[src/rtl/bcd_counter_2digit.sv]
// Two-digit synchronous BCD up/down counter (00-99) with parallel load,
// prescaled count enable, wrap pulse on tc and a rejected-load pulse on load_err.
module bcd_counter_2digit #(
    parameter int unsigned DIV = 1,
    parameter int unsigned PW  = 16
) (
    input  logic       clk,
    input  logic       rst,
    input  logic       en,
    input  logic       up,
    input  logic       load,
    input  logic [3:0] din_ones,
    input  logic [3:0] din_tens,
    output logic [3:0] bcd_ones,
    output logic [3:0] bcd_tens,
    output logic       tc,
    output logic       zero,
    output logic       load_err
);

    localparam logic [PW-1:0] PRESC_LAST = PW'(DIV - 1);

    logic [PW-1:0] presc;
    logic          din_ok;
    logic          presc_done;
    logic [3:0]    nxt_ones;
    logic [3:0]    nxt_tens;
    logic          wrap;

    assign din_ok     = (din_ones <= 4'd9) && (din_tens <= 4'd9);
    assign presc_done = (presc == PRESC_LAST);
    assign zero       = (bcd_ones == 4'd0) && (bcd_tens == 4'd0);

    // Next count value one step away in the current direction.
    always_comb begin
        // NOTE: every output gets a default first so no path can infer a latch.
        nxt_ones = bcd_ones;
        nxt_tens = bcd_tens;
        wrap     = 1'b0;
        if (up) begin
            if (bcd_ones == 4'd9) begin
                nxt_ones = 4'd0;
                if (bcd_tens == 4'd9) begin
                    nxt_tens = 4'd0;
                    wrap     = 1'b1;
                end else begin
                    nxt_tens = bcd_tens + 4'd1;
                end
            end else begin
                nxt_ones = bcd_ones + 4'd1;
            end
        end else begin
            if (bcd_ones == 4'd0) begin
                nxt_ones = 4'd9;
                if (bcd_tens == 4'd0) begin
                    nxt_tens = 4'd9;
                    wrap     = 1'b1;
                end else begin
                    nxt_tens = bcd_tens - 4'd1;
                end
            end else begin
                nxt_ones = bcd_ones - 4'd1;
            end
        end
    end

    // Priority per edge: rst > load > prescaled step > hold.
    always_ff @(posedge clk) begin
        // NOTE: non-blocking assignments so every register updates from pre-edge values.
        if (rst) begin
            bcd_ones <= 4'd0;
            bcd_tens <= 4'd0;
            presc    <= '0;
            tc       <= 1'b0;
            load_err <= 1'b0;
        end else begin
            tc       <= 1'b0;
            load_err <= 1'b0;
            if (load) begin
                if (din_ok) begin
                    bcd_ones <= din_ones;
                    bcd_tens <= din_tens;
                    presc    <= '0;
                end else begin
                    load_err <= 1'b1;
                end
            end else if (en) begin
                if (presc_done) begin
                    presc    <= '0;
                    bcd_ones <= nxt_ones;
                    bcd_tens <= nxt_tens;
                    tc       <= wrap;
                end else begin
                    presc <= presc + PW'(1);
                end
            end
        end
    end

endmodule
[config.mk]
export PLATFORM = sky130hd
export DESIGN_NAME = bcd_counter_2digit
export DESIGN_NICKNAME = d
export VERILOG_FILES = /design/src/rtl/bcd_counter_2digit.sv
export SDC_FILE = /design/constraint.sdc
export NUM_CORES = 1
export LEC_CHECK = 0
export BUFFER_PORTS_ARGS = -buffer_cell sky130_fd_sc_hd__buf_2
export CORE_AREA = 2 2 69 55
export DETAILED_ROUTE_END_ITERATION = 12
export DIE_AREA = 0 0 71 57
export GPL_TIMING_DRIVEN = 0
export PLACE_DENSITY = 0.85
export SETUP_SLACK_MARGIN = 0.2
export SLEW_MARGIN = 15
export SYNTH_ARGS = -nofsm -noshare
export SYNTH_HDL_FRONTEND = slang
export SYNTH_SLANG_ARGS = --single-unit
[constraint.sdc]
create_clock -name clk -period 2.1 [get_ports clk]
set_clock_uncertainty 0.15 [all_clocks]
set_input_delay 0.105 -clock clk [delete_from_list [all_inputs] [get_ports clk]]
set_output_delay 0.105 -clock clk [all_outputs]
set_load 0.02 [all_outputs]
======== After elaboration in Yosys (flattened, before gate mapping) ========
Cells that the tools add are included.
operators by class
  order comparisons ....................... 2
  shift operators ......................... 0
  reduce and logical (&&, ||, !) cells .... 13
  equality and inequality tests ........... 4
  $mul .................................... 0
  divide/modulo/power cells ............... 0
  bitwise gates (word level) .............. 3
  multiplexer cells ....................... 26
  $add $sub $neg .......................... 5
operators by type and width
  kind                                                    count
  2-to-1 mux 16 bit                                       4
  2-to-1 mux 4 bit                                        16
  adder 16 x 1 -> 16 bit (second input constant)          1
  zero test 16 bit                                        1
  adder 4 x 1 -> 4 bit (second input constant)            2
  == test 4 bit (second input constant)                   2
  less-or-equal comparator 4 bit (second input constant)  2
  zero test 4 bit                                         2
  subtractor 4 x 1 -> 4 bit (second input constant)       2
  2-to-1 mux 1 bit                                        6
  AND reduction 5 bit                                     1
  nonzero test 2 bit                                      2
  OR reduction 4 bit                                      1
  inequality test 3 x 1 -> 1 bit (second input constant)  1
  NOT 1 bit                                               3
  AND reduction 3 bit                                     1
  nonzero test 3 bit                                      1
  logical AND 1 bit                                       2
  inequality test 2 x 1 -> 1 bit (second input constant)  1
  AND reduction 2 bit                                     1
  OR reduction 2 bit                                      1
word-level totals
  input bits .............................. 13
  memories kept ........................... 0
  bits in writable memories ............... 0
  output and inout bits ................... 11
  bits in latches ......................... 0
  register bits after elaboration ......... 26
  bits in read-only memories .............. 0
  word-level logic and storage cells ...... 58

======== Longest topological paths before layout ========
Gate-level depths: netlist of the first run.
  word-level depth ........................ 7
  depth in mapped cells ................... 7
  mapped depth without buffers ............ 6

======== Worst setup path before layout of the first run ========
OpenSTA, ideal clock, no wires.
  kind .................................... reg-to-output
  start point ............................. register bcd_ones[1]
  end point ............................... output zero
  slack ................................... 0.259 ns
  data arrival time ....................... 1.586 ns
  cell stages (with the launch flop) ...... 4
  path buffers ............................ 1
  required time ........................... 1.845 ns
  cell sequence ........................... dfxtp_1 clkbuf_1 or4_1 nor3_1
on the way
  word-level cells in the longest chain between the ends .. 2
RTL lines
  element                 line  source
  start, declared         14    output logic [3:0] bcd_ones,
  start signal, assigned  81    bcd_ones <= din_ones;
  start signal, assigned  90    bcd_ones <= nxt_ones;
  zero test 4 bit         32    assign zero = (bcd_ones == 4'd0) && (bcd_tens == 4'd0);
  logical AND 1 bit       32
  end, declared           17    output logic zero,
No other way between the ends.

======== Worst setup path in the final report of the first run ========
  start point ............................. register presc[1]
  end point ............................... register presc[9]
on the way
  word-level cells in the longest chain between the ends .. 4
  elaborated cells between the ends (all ways) .. 5
  those cells by class .................... 1 x add/sub; 3 x mux; 1 x reduce/logical
RTL lines
  element                                                     line    source
  start, declared                                             23      logic [PW-1:0] presc;
  start signal, assigned                                      94      presc <= presc + PW'(1);
  adder 16 x 1 -> 16 bit or zero test 16 bit (tied branches)  94, 31
  2-to-1 mux 16 bit *                                         88      if (presc_done) begin
  2-to-1 mux 16 bit *                                         87      end else if (en) begin
  2-to-1 mux 16 bit *                                         79      if (load) begin
Mark *: on every way between the ends. The rest lies on a longest branch, timed or not. The select of a mux whose other input is x is not followed.
A chain may end at the register's enable or synchronous reset.

==> results of run 1 <==
power groups by stage:
stage	sequential, W	combinational, W	clock, W
CTS	0.000518	0.000244	0.000415
detailed placement	0.000532	0.000233	0
floorplan	0.000547	0.000148	0
global route	0.000521	0.000308	0.000441
global placement	0.000532	0.000231	0
finish	0.000519	0.000287	0.000422
cell usage after synthesis, drive strengths merged, types with 6 or more instances:
master / n
a211oi: 10
o21ai: 9
inv: 9
dfxtp: 26
or4: 7
nor2: 8
nor3: 15
nand2: 15
nand3: 12
a21oi: 15
clkbuf: 13
a311oi: 8
buf: 6
nor2b: 6
worst reg2reg max path, stage by stage (launching register included):
cell,delay [ns]
dfxtp_4,0.40
inv_4,0.04
ha_4,0.15
nor4b_4,0.13
buf_4,0.15
a41oi_4,0.31
buf_6,0.19
o21ai_1,0.09
a311oi_1,0.31
worst paths after layout:
kind | end | from | slack, ns
max | presc[9] | presc[1] | 0.07
max reg2reg | presc[9] | presc[1] | 0.07
min reg2reg | presc[6] | presc[6] | 0.37
min | bcd_tens[1] | din_tens[1] | 0.03
layout make-up:
cell class | count | area (um^2) | share of cell area (%)
Multi-Input combinational cell | 173 | 1370 | 56.2
Clock buffer | 3 | 41.3 | 1.70
Timing Repair Buffer | 38 | 253 | 10.4
Clock inverter | 1 | 30.0 | 1.23
Sequential cell | 26 | 532 | 21.9
Inverter | 9 | 36.3 | 1.49
Buffer | 19 | 121 | 4.99
Tap cell | 42 | 52.6 | 2.16
kinds of logic after synthesis:
logic type | Yosys count | share of synthesized area [%]
adders and majority gates | 2 | 1.37
muxes | 2 | 1.09
AOI/OAI and AO/OA | 75 | 29.7
xor gates and xnor gates | 4 | 1.91
DFF | 26 | 28.4
buffers and inverters | 28 | 6.49
and+or+nand+nor | 90 | 31.0
timing repair:
item | in CTS | in global routing
gates resized for setup | 16 | 57
endpoints found under the setup margin | 24 | 25
hold buffers | 3 | 0
buffers inserted | 5 | 5
gates cloned | 0 | 2
pin swaps | 6 | 16
endpoints found under the hold margin | 3 | 0
per-stage QoR:
stage,power (W),setup TNS (ns)
2_1_floorplan,0.000695,0
3_3_place_gp,0.000763,-0.0163
3_5_place_dp,0.000765,-0.0173
4_1_cts,0.00118,0
5_1_grt,0.00127,-0.00463
6_report,0.00123,0
metal layers:
layer / vias up / global-route usage (%) / routed length, um
met5: - / 0 / 0
met4: 0 / 4.31 / 103
met3: 15 / 4.95 / 533
met2: 130 / 36.8 / 2560
met1: 994 / 37.0 / 2430
li1: 975 / - / -
registers in the layout (all words and copies together) (netlist names):
register and cells:
bcd_tens 4, presc 16, tc 1, bcd_ones 4
load_err 1
==> reports/summary.txt, run 1 <==
Die ar. -> 4050 um^2
Yosys Warn Count -> 0
Drc violations -> 0
CP required -> 2.13 ns
Worst skew pair latency -> 0.28 ns
Net Sw Power -> 0.000355 W
CP max-delay cell -> dfxtp_4
Hold slack final -> 0.0322 ns
GR Util All Layers -> 24.6%
Area leader, netlist -> dfxtp_1
Via count -> 2114
Vias/cell -> 6.80
Root buffer cell -> clkbuf_8
Sequential fraction of design power -> 42.3%
Final nets -> 285
PD cells -> 505 nW/um^2
Detailed Route Iter0 Violations -> 311
Comb pwr share -> 23.4%
Initial antenna violation count -> 0
TritonRoute pass-1 iters -> 7
Worst VDD drop -> 0.420 mV
Tightest Pin Transition -> 1.07 ns
Syn nets -> 242
Final slew viol count -> 0
IO Pins -> 24
RSZ-0062 raised after global routing -> yes
Synth Flop Type -> dfxtp_1
CP delay by family, top -> compound AO/OA/AOI/OAI gates
Cell-by-cell trace of the critical path -> inv_4, ha_4, nor4b_4, buf_4, a41oi_4, buf_6, o21ai_1, a311oi_1
Relative slew slack -> 28.0%
Grt total ovfl -> 0
Placed insts -> 292
CTS tree -> built
Critical Path Fanout Max -> 7
Minimum clock period after layout -> 2.03 ns
Core box area -> 3450 um^2
Syn Std Cell Area -> 1830 um^2
Clk sink count -> 26
Crit path largest cell delay -> 0.40 ns
Row Count -> 19
Setup violators final -> 0
Status -> completed
#FFs+latches synth -> 26
Post-synthesis sequential area ratio -> 28.4%
Final wirelength -> 5620 um
First-pass GRT wire length -> 8050 um
LEAKAGE -> 0.842 nW
Synthesized netlist cell count -> 227
Max-cap violations -> 0
Sw Ratio -> 28.9%
Maximum clock path buffer count -> 2
Vias in the first global route -> 1719
Buffers added on ports -> 23
Die width -> 71 um
Placement-stage cell area -> 2000 um^2
Die Span Y -> 57 um
Diodes inserted -> 0
Crit path kind -> register to register
DP HPWL -> 3340 um
Commonest non-fill, non-tap cells in the layout -> buf_2 (24), dfxtp_1 (21), nand2_1 (15)
Largest net degree at the start of global routing -> 16
Synth area leaders -> dfxtp_1 (28%), a211oi_1 (4.1%), nor3_1 (4.1%)
Commonest non-fill, non-tap cell in the layout -> buf_2
Syn avg cell area -> 8.07 um^2
Clock Power Share -> 34.4%
Area share of the largest cell type after synthesis -> 28.4%
Layout cell share with drive strength beyond 1 -> 34.9%
Hold WC Path Type -> input port to register
Fill cell count -> 236
Post-placement setup slack -> -0.0173 ns
Yosys cell types -> 50
Setup crit end kind -> register
RD Place Congestion -> 0.921
Worst path depth -> 8
Cells on worst reg2reg path -> 8
Post-route ant nets -> 0
Cell-internal power -> 0.000873 W
Final worst-path cycle share -> 96.5%
Fmax -> 493 MHz
Htree depth -> 1
Clk slew on worst S/H paths -> 0.10 ns
Area Growth Syn to Fin -> 32.9%
WL/cell -> 18.1 um
Crit path DAT -> 2.06 ns
Post-synth EDFFs -> 0
CTS buffer count -> 3
Crit start category -> register
Final Instance Area -> 2430 um^2
Buf/Inv on CP -> 3
Final worst slack -> 0.0726 ns
Fin cells -> 311
Hold Path Cell Cnt -> 3
Starting Density -> 53.1%
Async set-or-reset flop fraction in the synthesized netlist -> 0%
Hold Vio Cnt, Final -> 0
Final core occ -> 70.6%
(Power assumes the default switching activity.)
==> run 2: changes to the inputs <==
--- a/config.mk
+++ b/config.mk
@@ -11,6 +11,7 @@
 export DIE_AREA = 0 0 71 57
 export GPL_TIMING_DRIVEN = 0
 export PLACE_DENSITY = 0.85
+export RECOVER_POWER = 50
 export SETUP_SLACK_MARGIN = 0.2
 export SLEW_MARGIN = 15
 export SYNTH_ARGS = -nofsm -noshare
==> run 2 against run 1 <==
- power is 1.5% lower
- utilization is 1.1 points lower
- sequential share of layout area is 0.35 points higher
- clock-buffer cell count stayed put
- non-clock buffer count stayed put
- combinational power is 5% lower
- die area stayed put
- maximum frequency is 0.61% lower
- critical endpoint unchanged
- largest cell class unchanged
==> reports/summary.txt, run 2 (same netlist as run 1, synthesis figures left out) <==
Status -> completed
IO Pins -> 24 (unchanged)
DP HPWL -> 3340 um (unchanged)
Max reg flops -> 16 (unchanged)
Die Span Y -> 57 um (unchanged)
Commonest non-fill, non-tap cell in the layout -> dfxtp_1
Fmax -> 490 MHz (-0.61%)
Final nets -> 285 (unchanged)
Clk slew on worst S/H paths -> 0.10 ns (about the same)
CTS buffer count -> 3 (unchanged)
Core box area -> 3450 um^2 (unchanged)
TritonRoute pass-1 iters -> 5 (-2)
Clk sink count -> 26 (unchanged)
PD cells -> 505 nW/um^2 (+0.14%)
Fill cell count -> 242 (+2.5%)
Crit path kind -> register to register
Starting Density -> 53.1% (unchanged)
Commonest non-fill, non-tap cells in the layout -> dfxtp_1 (21), clkbuf_1 (19), nand2_1 (15)
Via count -> 2139 (+1.2%)
Detailed Route Iter0 Violations -> 240 (-23%)
Layout cell share with drive strength beyond 1 -> 29.7% (-5.2 points)
Row Count -> 19 (unchanged)
Post-route ant nets -> 0 (unchanged)
Hold slack final -> 0.00229 ns (-0.0299 ns)
Final worst slack -> 0.0602 ns (-0.0124 ns)
Area taken by multi-input logic gates -> 1350 um^2 (-1.1%)
Relative slew slack -> 24.7% (-3.3 points)
Final worst-path cycle share -> 97.1% (+0.59 points)
Setup violators final -> 0 (unchanged)
Worst Hold End -> bcd_tens[1]
Crit start category -> register
Total Neg Setup Slack -> 0 ns (unchanged)
Die ar. -> 4050 um^2 (unchanged)
Die width -> 71 um (unchanged)
Max-cap violations -> 0 (unchanged)
Vias in the first global route -> 1719 (unchanged)
Minimum clock period after layout -> 2.04 ns (+0.0124 ns)
RD Place Congestion -> 0.921 (unchanged)
LEAKAGE -> 0.782 nW (-7.2%)
Initial antenna violation count -> 0 (unchanged)
Vias/cell -> 6.88 (+1.2%)
Reg area -> 532 um^2 (unchanged)
Cells on worst reg2reg path -> 8 (unchanged)
Tightest Pin Transition -> 1.12 ns (+0.0497 ns)
Source of the worst hold timing path -> din_tens[1]
Hold WC Path Type -> input port to register
Reg with most FFs -> presc
RR Endpoint -> presc[9]
Final slew viol count -> 0 (unchanged)
Grt total ovfl -> 0 (unchanged)
Htree depth -> 1 (unchanged)
Post-placement setup slack -> -0.0173 ns (unchanged)
Crit path DAT -> 2.07 ns (about the same)
Hold Vio Cnt, Final -> 0 (unchanged)
Drc violations -> 0 (unchanged)
Hold Path Cell Cnt -> 3 (unchanged)
CP required -> 2.13 ns (about the same)
Final wirelength -> 5690 um (+1.2%)
WL/cell -> 18.3 um (+1.2%)
RSZ-0062 raised after global routing -> yes
Maximum clock path buffer count -> 2 (unchanged)
Diodes inserted -> 0 (unchanged)
Area Growth Syn to Fin -> 30.7%
Setup crit end kind -> register
R2r startpoint -> presc[1]
GR Util All Layers -> 24.6% (unchanged)
CTS tree -> built
First-pass GRT wire length -> 8050 um (unchanged)
Final core occ -> 69.5% (-1.1 points)
R2r setup slk -> 0.06 ns (about the same)
Buffers added on ports -> 23 (unchanged)
Root buffer cell -> clkbuf_8
Biggest regs -> presc: 16 flops, bcd_ones: 4 flops, bcd_tens: 4 flops
Critical Path Fanout Max -> 7 (unchanged)
Worst VDD drop -> 0.416 mV (-0.95%)
Worst skew pair latency -> 0.27 ns (about the same)
Largest net degree at the start of global routing -> 16 (unchanged)
run 2: cell count changes in the layout (fill, tap and decap cells not counted), moves of 2 or more:
cell | before | now
buf_2 | 24 | 12
clkbuf_1 | 7 | 19
clkbuf_2 | 2 | 4
o41ai_1 | 0 | 2
o41ai_2 | 4 | 2
run 2: area by class of cell:
cell class / instances / area share, %
clock inverters: 1 / 1.25
plain buffers: 19 / 4.81
inverters: 9 / 1.52
repair buffers: 38 / 9.82
multi-input cells: 173 / 56.5
clock buffers: 3 / 1.72
flip-flops and latches: 26 / 22.2
well taps: 42 / 2.19
run 2: layer usage:
layer,GRT usage [%],share of wire (%),up-vias
met1,37.0,43,1011
met5,0,0,-
li1,-,-,973
met4,4.31,1.9,0
met3,4.95,9.5,15
met2,36.8,45,140
run 2: worst max-delay path by stage:
stage | from | slack, ns | to | cells after the start
floorplan | bcd_ones[1] | 0.26 | zero | 3
global placement | presc[0] | -0.02 | presc[1] | 7
detailed placement | presc[0] | -0.02 | presc[1] | 7
CTS | presc[1] | 0.20 | bcd_ones[1] | 6
global route | presc[1] | -0.005 | presc[9] | 8
finish | presc[1] | 0.06 | presc[9] | 8
run 2: timing repair:
action | in CTS | in global routing
setup endpoints to repair | 24 | 25
cloned | 0 | 2
gates resized for setup | 16 | 57
setup buffers | 5 | 5
hold endpoints to repair | 3 | 0
pin swaps | 6 | 16
hold buffers | 3 | 0
run 2: stage by stage:
step | std cells | area [um^2] | total power, W
2_1_floorplan | 227 | 1830 | 0.000695
3_3_place_gp | 292 | 2000 | 0.000763
3_5_place_dp | 292 | 2000 | 0.000765
4_1_cts | 304 | 2180 | 0.00118
5_1_grt | 311 | 2390 | 0.00126
6_report | 311 | 2390 | 0.00121
run 2: critical path: stages, from the launching register on:
cell and delay [ns]:
dfxtp_4 0.40, inv_4 0.04, ha_4 0.15, nor4b_4 0.13, buf_4 0.15, a41oi_4 0.31
buf_6 0.16, a41oi_2 0.12, a311oi_1 0.32
run 2: power by group:
| group | switching [W] | internal [W] | leakage (nW) |
|---|---|---|---|
| Clock | 0.000163 | 0.000255 | 0.0357 |
| Combinational | 0.000172 | 0.000102 | 0.532 |
| Sequential | 0.0000146 | 0.000504 | 0.214 |
| Total | 0.000349 | 0.000861 | 0.782 |
